==> src/rtl/updown_mod_counter.sv <==
// updown_mod_counter
//   Parametrised up/down modulo counter for timers and event counting.
//   The count range is 0..MAX. A prescaler turns every PRESCALE enabled
//   cycles into one count step. At a limit the counter either wraps, which
//   pulses tc for one cycle, or holds and raises sat. All outputs are
//   registered.
//
// Parameters
//   WIDTH    : counter width in bits (2..32)
//   MAX      : top count value (1..2**WIDTH-1)
//   SATURATE : 0 = wrap at the limits, 1 = hold at the limits
//   PRESCALE : enabled cycles per count step (1..256)
//
// Ports
//   clk      in   rising-edge clock
//   reset    in   asynchronous reset, active low
//   en       in   count enable; gates both the prescaler and stepping
//   up       in   direction (1 = up, 0 = down), sampled on the step edge
//   clr      in   synchronous clear (highest priority)
//   load     in   synchronous load of load_val, clamped to MAX
//   load_val in   value to load [WIDTH]
//   cout     out  current count [WIDTH]
//   tc       out  one-cycle pulse on a wrap step
//   sat      out  high while a step is blocked at a limit (SATURATE=1 only)
module updown_mod_counter #(
  parameter int              WIDTH    = 4,
  parameter longint unsigned MAX      = (64'd1 << WIDTH) - 64'd1,
  parameter int              SATURATE = 0,
  parameter int              PRESCALE = 1
) (
  input  logic             clk,
  input  logic             reset,
  input  logic             en,
  input  logic             up,
  input  logic             clr,
  input  logic             load,
  input  logic [WIDTH-1:0] load_val,
  output logic [WIDTH-1:0] cout,
  output logic             tc,
  output logic             sat
);

  // The prescaler keeps at least one bit, so PRESCALE=1 still elaborates.
  // Its top value is then 0, which makes every enabled cycle a step.
  localparam int               PRE_W     = (PRESCALE > 1) ? $clog2(PRESCALE) : 1;
  localparam logic [PRE_W-1:0] L_PRE_TOP = PRE_W'(PRESCALE - 1);
  localparam logic [WIDTH-1:0] L_MAX     = WIDTH'(MAX);
  localparam bit               L_SAT     = (SATURATE != 0);

  logic [WIDTH-1:0] r_cout;
  logic [PRE_W-1:0] r_pre;
  logic             r_tc;
  logic             r_sat;

  logic             w_pre_done;
  logic             w_at_limit;
  logic [WIDTH-1:0] w_stepped;
  logic [WIDTH-1:0] w_wrap_val;
  logic [WIDTH-1:0] w_load_clamped;

  always_comb begin
    w_pre_done     = (r_pre == L_PRE_TOP);
    w_at_limit     = up ? (r_cout == L_MAX) : (r_cout == '0);
    w_stepped      = up ? (r_cout + WIDTH'(1)) : (r_cout - WIDTH'(1));
    w_wrap_val     = up ? '0 : L_MAX;
    w_load_clamped = (load_val > L_MAX) ? L_MAX : load_val;
  end

  always_ff @(posedge clk or negedge reset) begin
    if (!reset) begin
      r_cout <= '0;
      r_pre  <= '0;
      r_tc   <= 1'b0;
      r_sat  <= 1'b0;
    end else if (clr) begin
      r_cout <= '0;
      r_pre  <= '0;
      r_tc   <= 1'b0;
      r_sat  <= 1'b0;
    end else if (load) begin
      r_cout <= w_load_clamped;
      r_pre  <= '0;
      r_tc   <= 1'b0;
      r_sat  <= 1'b0;
    end else if (en) begin
      if (w_pre_done) begin
        r_pre <= '0;
        if (!w_at_limit) begin
          r_cout <= w_stepped;
          r_tc   <= 1'b0;
          r_sat  <= 1'b0;
        end else if (L_SAT) begin
          // Blocked step: the count holds, and sat stays up until the count moves.
          r_tc  <= 1'b0;
          r_sat <= 1'b1;
        end else begin
          r_cout <= w_wrap_val;
          r_tc   <= 1'b1;
          r_sat  <= 1'b0;
        end
      end else begin
        r_pre <= r_pre + PRE_W'(1);
        r_tc  <= 1'b0;
      end
    end else begin
      // Hold: the count and prescaler are frozen. sat keeps its value.
      r_tc <= 1'b0;
    end
  end

  assign cout = r_cout;
  assign tc   = r_tc;
  assign sat  = r_sat;

endmodule

==> config.mk <==
export PLATFORM = sky130hd
export DESIGN_NAME = updown_mod_counter
export DESIGN_NICKNAME = d
export VERILOG_FILES = /design/src/rtl/updown_mod_counter.sv
export SDC_FILE = /design/constraint.sdc
export NUM_CORES = 1
export LEC_CHECK = 0
export CAP_MARGIN = 15
export CELL_PAD_IN_SITES_DETAIL_PLACEMENT = 0
export CELL_PAD_IN_SITES_GLOBAL_PLACEMENT = 1
export CORE_AREA = 2 2 39 41
export DETAILED_ROUTE_END_ITERATION = 16
export DIE_AREA = 0 0 41 43
export DONT_BUFFER_PORTS = 1
export GPL_TIMING_DRIVEN = 0
export PLACE_DENSITY_LB_ADDON = 0.08
export SLEW_MARGIN = 20
export SYNTH_ARGS = -nofsm -noshare
export SYNTH_HDL_FRONTEND = slang
export SYNTH_SLANG_ARGS = --single-unit
==> constraint.sdc <==
create_clock -name clk -period 1.6 [get_ports clk]
set_input_delay 0.24 -clock clk [delete_from_list [all_inputs] [get_ports clk]]
set_output_delay 0.24 -clock clk [all_outputs]
set_load 0.01 [all_outputs]
== Word level (Yosys, flattened, before mapping) ==
Cells that the tools add are included.
Word-level totals
  output and inout bits: 6
  register bits: 7
  logic and storage cells: 35
  bits of input ports: 10
Cells by class
  reductions and logical operators: 3
  multiplexer cells: 22
  order comparisons: 1
  equal/unequal tests: 2
  add/subtract/negate cells: 3
Operator list (count)
  4-bit 2-to-1 mux: 8
  1-bit 2-to-1 mux: 14
  4-bit by 1-bit adder with 4-bit output (second input constant): 1
  4-bit equality test (second input constant): 1
  4-bit greater-than comparator (second input constant): 1
  4-bit zero test: 1
  4-bit by 1-bit subtractor with 4-bit output (second input constant): 1
  3-bit != test (second input constant): 1
  3-bit nonzero test: 1
  2-bit AND reduction: 1
  1-bit adder (second input constant): 1

== Logic depth before layout (Yosys ltp) ==
  word-level depth: 7
  depth in mapped cells: 6
  depth with buffers taken out: 6

== Worst setup path before layout ==
Ideal clock, no wire load.
  path type: register to register
  start point: register r_cout[0], in the netlist cout[0]
  end point: register r_cout[1], in the netlist cout[1]
  stages on the path, launching flop included: 6
  period minus slack after synthesis: 1.583 ns
  data required time: 1.506 ns
  buffers on the path: 0
  arrival: 1.490 ns
  library setup time: 0.094 ns
  setup slack: 0.017 ns
  cells stage by stage: dfrtp_1 > inv_1 > fa_1 > o21ai_0 > nand2_1 > a221oi_2
Between the ends
  word-level cells in the longest chain between the ends: 7
  elaborated cells between the ends (all ways): 11
  those cells by class: 2 x add/sub; 1 x eq/ne; 7 x mux; 1 x reduce/logical
RTL lines
  from (decl): line 50  | logic [WIDTH-1:0] r_cout;
  from (signal assigned): line 81  | r_cout <= w_load_clamped;
  from (signal assigned): line 89  | r_cout <= w_stepped;
  from (signal assigned): line 97  | r_cout <= w_wrap_val;
  4-bit by 1-bit subtractor with 4-bit output (tied with other cells): line 64  | w_stepped = up ? (r_cout + WIDTH'(1)) : (r_cout - WIDTH'(1));
  4-bit 2-to-1 mux or 1-bit 2-to-1 mux (tied branches): line 64, 63
  4-bit 2-to-1 mux *: line 88  | if (!w_at_limit) begin
  4-bit 2-to-1 mux *: line 86  | if (w_pre_done) begin
  4-bit 2-to-1 mux *: line 85  | end else if (en) begin
  4-bit 2-to-1 mux *: line 80  | end else if (load) begin
  4-bit 2-to-1 mux *: line 75  | end else if (clr) begin
Mark *: on every way between the ends. The rest lies on a longest branch, timed or not. The select of a mux whose other input is x is not followed.
A chain may end at the register's enable or synchronous reset.

== Worst setup path in the final report ==
Ends and elaborated chain as after synthesis.

==> impl_metrics.csv <==
group,metric,value,unit
timing,setup_viol,0,
grt,overflow,0,
yosys,syn_inst,47,
place,port_buffers,0,
setup_path,critPathMaxStageDelay,0.49,ns
setup_path,path_depth,5,
setup_path,crit_type,"flop to flop",
layout,drive_gt1_frac,0.283,
grt,antenna_found_initial,0,
grt,grt_pass1_wl,1.37,mm
drt,vias,341,
yosys,avgSynthCellArea,8.86,µm²
die,row_count,14,
layout,final_common_cell,"a21oi_1",
layout,nets,67,
grt,grt_pass1_vias,331,
place,dp_hpwl,721,µm
die,fp.coreArea,1380,µm²
drt,dr.pass1.iters,5,
setup_path,end_kind,"flop",
setup_path,r2r_slack,0.06,ns
power_and_ir_drop,internal_power,0.282,mW
timing,drv_slew,0,
place,gp_congestion,0.666,
setup_path,r2r-end,"cout[1]$_DFFE_PN0P_",
die,start_util,0.301,
clock_tree,cts_tree,"built",
setup_path,worstPathRequired,1.74,ns
die,die-area,1760,µm²
setup_path,cp_num_buf_inv,1,
setup_path,critPathArrivalTime,1.69,ns
die,die_h,43,µm
yosys,yosysWarnings,0,
yosys,syn_nets,60,
grt,track_usage,0.119,
yosys,ys_ff_latch,5,
drt,postRouteAntennaNets,0,
run_status,outcome,"completed",
layout,final_cell_mix,"a21oi_1 (5), inv_1 (4)",
yosys,synth.distinct_cells,25,
setup_path,crit_family,"adder cells",
min_path,hp-class,"primary input to flop",
power_and_ir_drop,powerDensity,823,nW/µm²
setup_path,rr_worst_depth,5,
layout,design_area,488,µm²
timing,fmax,648,MHz
power_and_ir_drop,combPwrFrac,0.246,
clock_tree,cts.reportedPaths.clkPinSlew,0.04,ns
drt,drc,0,
power_and_ir_drop,p_switching,0.119,mW
setup_path,worstPathCellList,"inv_2 -> fa_1 -> o21ai_1 -> nand2_1 -> a221oi_2",
drt,routed_wl,880,µm
clock_tree,cts.sinks,5,
power_and_ir_drop,ir_drop,0.449,mV
power_and_ir_drop,power.total,0.401,mW
setup_path,worstSetupEndpoint,"cout[1]$_DFFE_PN0P_",
setup_path,crit_path_max_fanout,7,
die,io-pin-count,16,
setup_path,slowest_stage,"fa_1",
layout,diodes,0,
setup_path,cp-start-kind,"flop",
layout,utilization,0.353,
clock_tree,cts-root-buf,"clkbuf_4",
power_and_ir_drop,power_leakage,0.217,nW
place,dpl_cell_area,437,µm²
drt,drt-initial-drc-count,11,
clock_tree,cts_buffer_depth,2,
flow_run,drv_cap,0,
die,die_x,41,µm
grt,grt_max_degree,11,
yosys,ys_seq_area_frac,0.300,
timing,rsz0062_at_grt,"yes",
yosys,syn_area,417,µm²
setup_path,r2r_start,"cout[0]$_DFFE_PN0P_",
power_and_ir_drop,switching_share,0.297,
clock_tree,cts_buffers,3,
timing,fin_tns_setup,0,ns
timing,fin_skew,0.00165,ns
timing,finalHoldViolations,0,
timing,finalCritPeriodShare,0.965,
layout,syn_to_final_growth,17.1,%
power_and_ir_drop,clockPowerShare,0.361,
setup_path,crit_start,"cout[0]$_DFFE_PN0P_",
layout,fillerInstances,158,
drt,drt-vias-per-instance,4.94,
clock_tree,insertion_delay,0.24,ns
clock_tree,htree_levels,1,
timing,period_needed,1.54,ns
drt,wl_per_cell,12.8,µm
power_and_ir_drop,p_seq_frac,0.393,
[layer usage]
| metal | part of all wire | track usage | wire length [µm] | vias to the layer above |
|---|---|---|---|---|
| met5 | 0 | 0 | 0 | - |
| li1 | - | - | - | 173 |
| met2 | 0.43 | 0.131 | 378 | 20 |
| met3 | 0.11 | 0.0785 | 100 | 0 |
| met1 | 0.46 | 0.182 | 401 | 148 |
| met4 | 0 | 0.0400 | 0 | 0 |
[state kept, by name, summed over array words and instances, names as in the netlist]
register	flops
cout	4
tc	1
[power by group through the flow]
stage / registers, mW / logic, mW / clock network, mW
after floorplan: 0.153 / 0.0795 / 0
after global placement: 0.159 / 0.0911 / 0
after detailed placement: 0.158 / 0.0899 / 0
after CTS: 0.158 / 0.0979 / 0.156
after global routing: 0.160 / 0.112 / 0.162
final: 0.158 / 0.0988 / 0.145
[cell usage after synthesis]
cell type,number,area share
ha_1,2,0.060
a211oi_1,1,0.018
o21ai_0,3,0.036
buf_4,2,0.036
a21o_1,1,0.018
a31oi_1,1,0.015
inv_1,5,0.045
a21oi_1,5,0.060
or4_4,1,0.027
dfrtp_1,5,0.30
nor3b_1,1,0.018
conb_1,1,0.0090
nor3_1,2,0.024
and4_2,1,0.024
nand2b_1,1,0.015
nand3_1,1,0.012
nor2_1,3,0.027
a221oi_2,1,0.036
nand2b_4,1,0.033
nand2_1,2,0.018
fa_1,1,0.048
a21oi_2,1,0.021
xor2_1,2,0.042
nor2b_1,1,0.015
xnor2_1,2,0.042
[final cells by class]
type,count,area [µm²],area share
plain buffers,2,15.0,0.0308
multi-input cells,35,263,0.538
inverters,5,18.8,0.0385
flip-flops and latches,5,128,0.262
repair buffers,2,17.5,0.0359
well taps,16,20.0,0.0410
clock buffers,4,26.3,0.0538
[per-stage QoR]
stage | hold WS, ns | worst slack [ns] | std cells
2_1_floorplan | -0.0556 | 0.0166 | 47
3_3_place_gp | -0.0555 | -0.146 | 63
3_5_place_dp | -0.0555 | -0.156 | 63
4_1_cts | 0.0393 | 0.00845 | 69
5_1_grt | 0.0382 | -0.0550 | 69
6_report | 0.0508 | 0.0567 | 69
[logic make-up after synthesis]
family,Yosys count,synth area share
flops,5,0.300
simple gates,14,0.213
buf+inv,7,0.0811
fa+ha+maj,3,0.108
other cells,1,0.00900
xor+xnor,4,0.0841
compound gates,13,0.204
[repair_timing]
action / 4_1_cts / 5_1_grt
cloned: 0 / 0
endpoints found under the setup margin: 2 / 2
setup buffers: 1 / 0
hold buffers: 1 / 0
gates resized for setup: 3 / 2
endpoints found under the hold margin: 5 / 0
[worst min-delay path by stage]
stage	start	to	cells past startpoint
2_1_floorplan	reset	cout[0]$_DFFE_PN0P_	0
3_3_place_gp	reset	cout[1]$_DFFE_PN0P_	0
3_5_place_dp	reset	tc$_DFF_PN0_	0
4_1_cts	clr	cout[1]$_DFFE_PN0P_	1
5_1_grt	clr	cout[2]$_DFFE_PN0P_	1
6_report	clr	cout[1]$_DFFE_PN0P_	1
[worst reg2reg max path, stage by stage (launching register included)]
cell,delay (ns)
dfrtp_2,0.46
inv_2,0.07
fa_1,0.49
o21ai_1,0.15
nand2_1,0.07
a221oi_2,0.21
No activity file was read; power rests on OpenSTA's default activity.
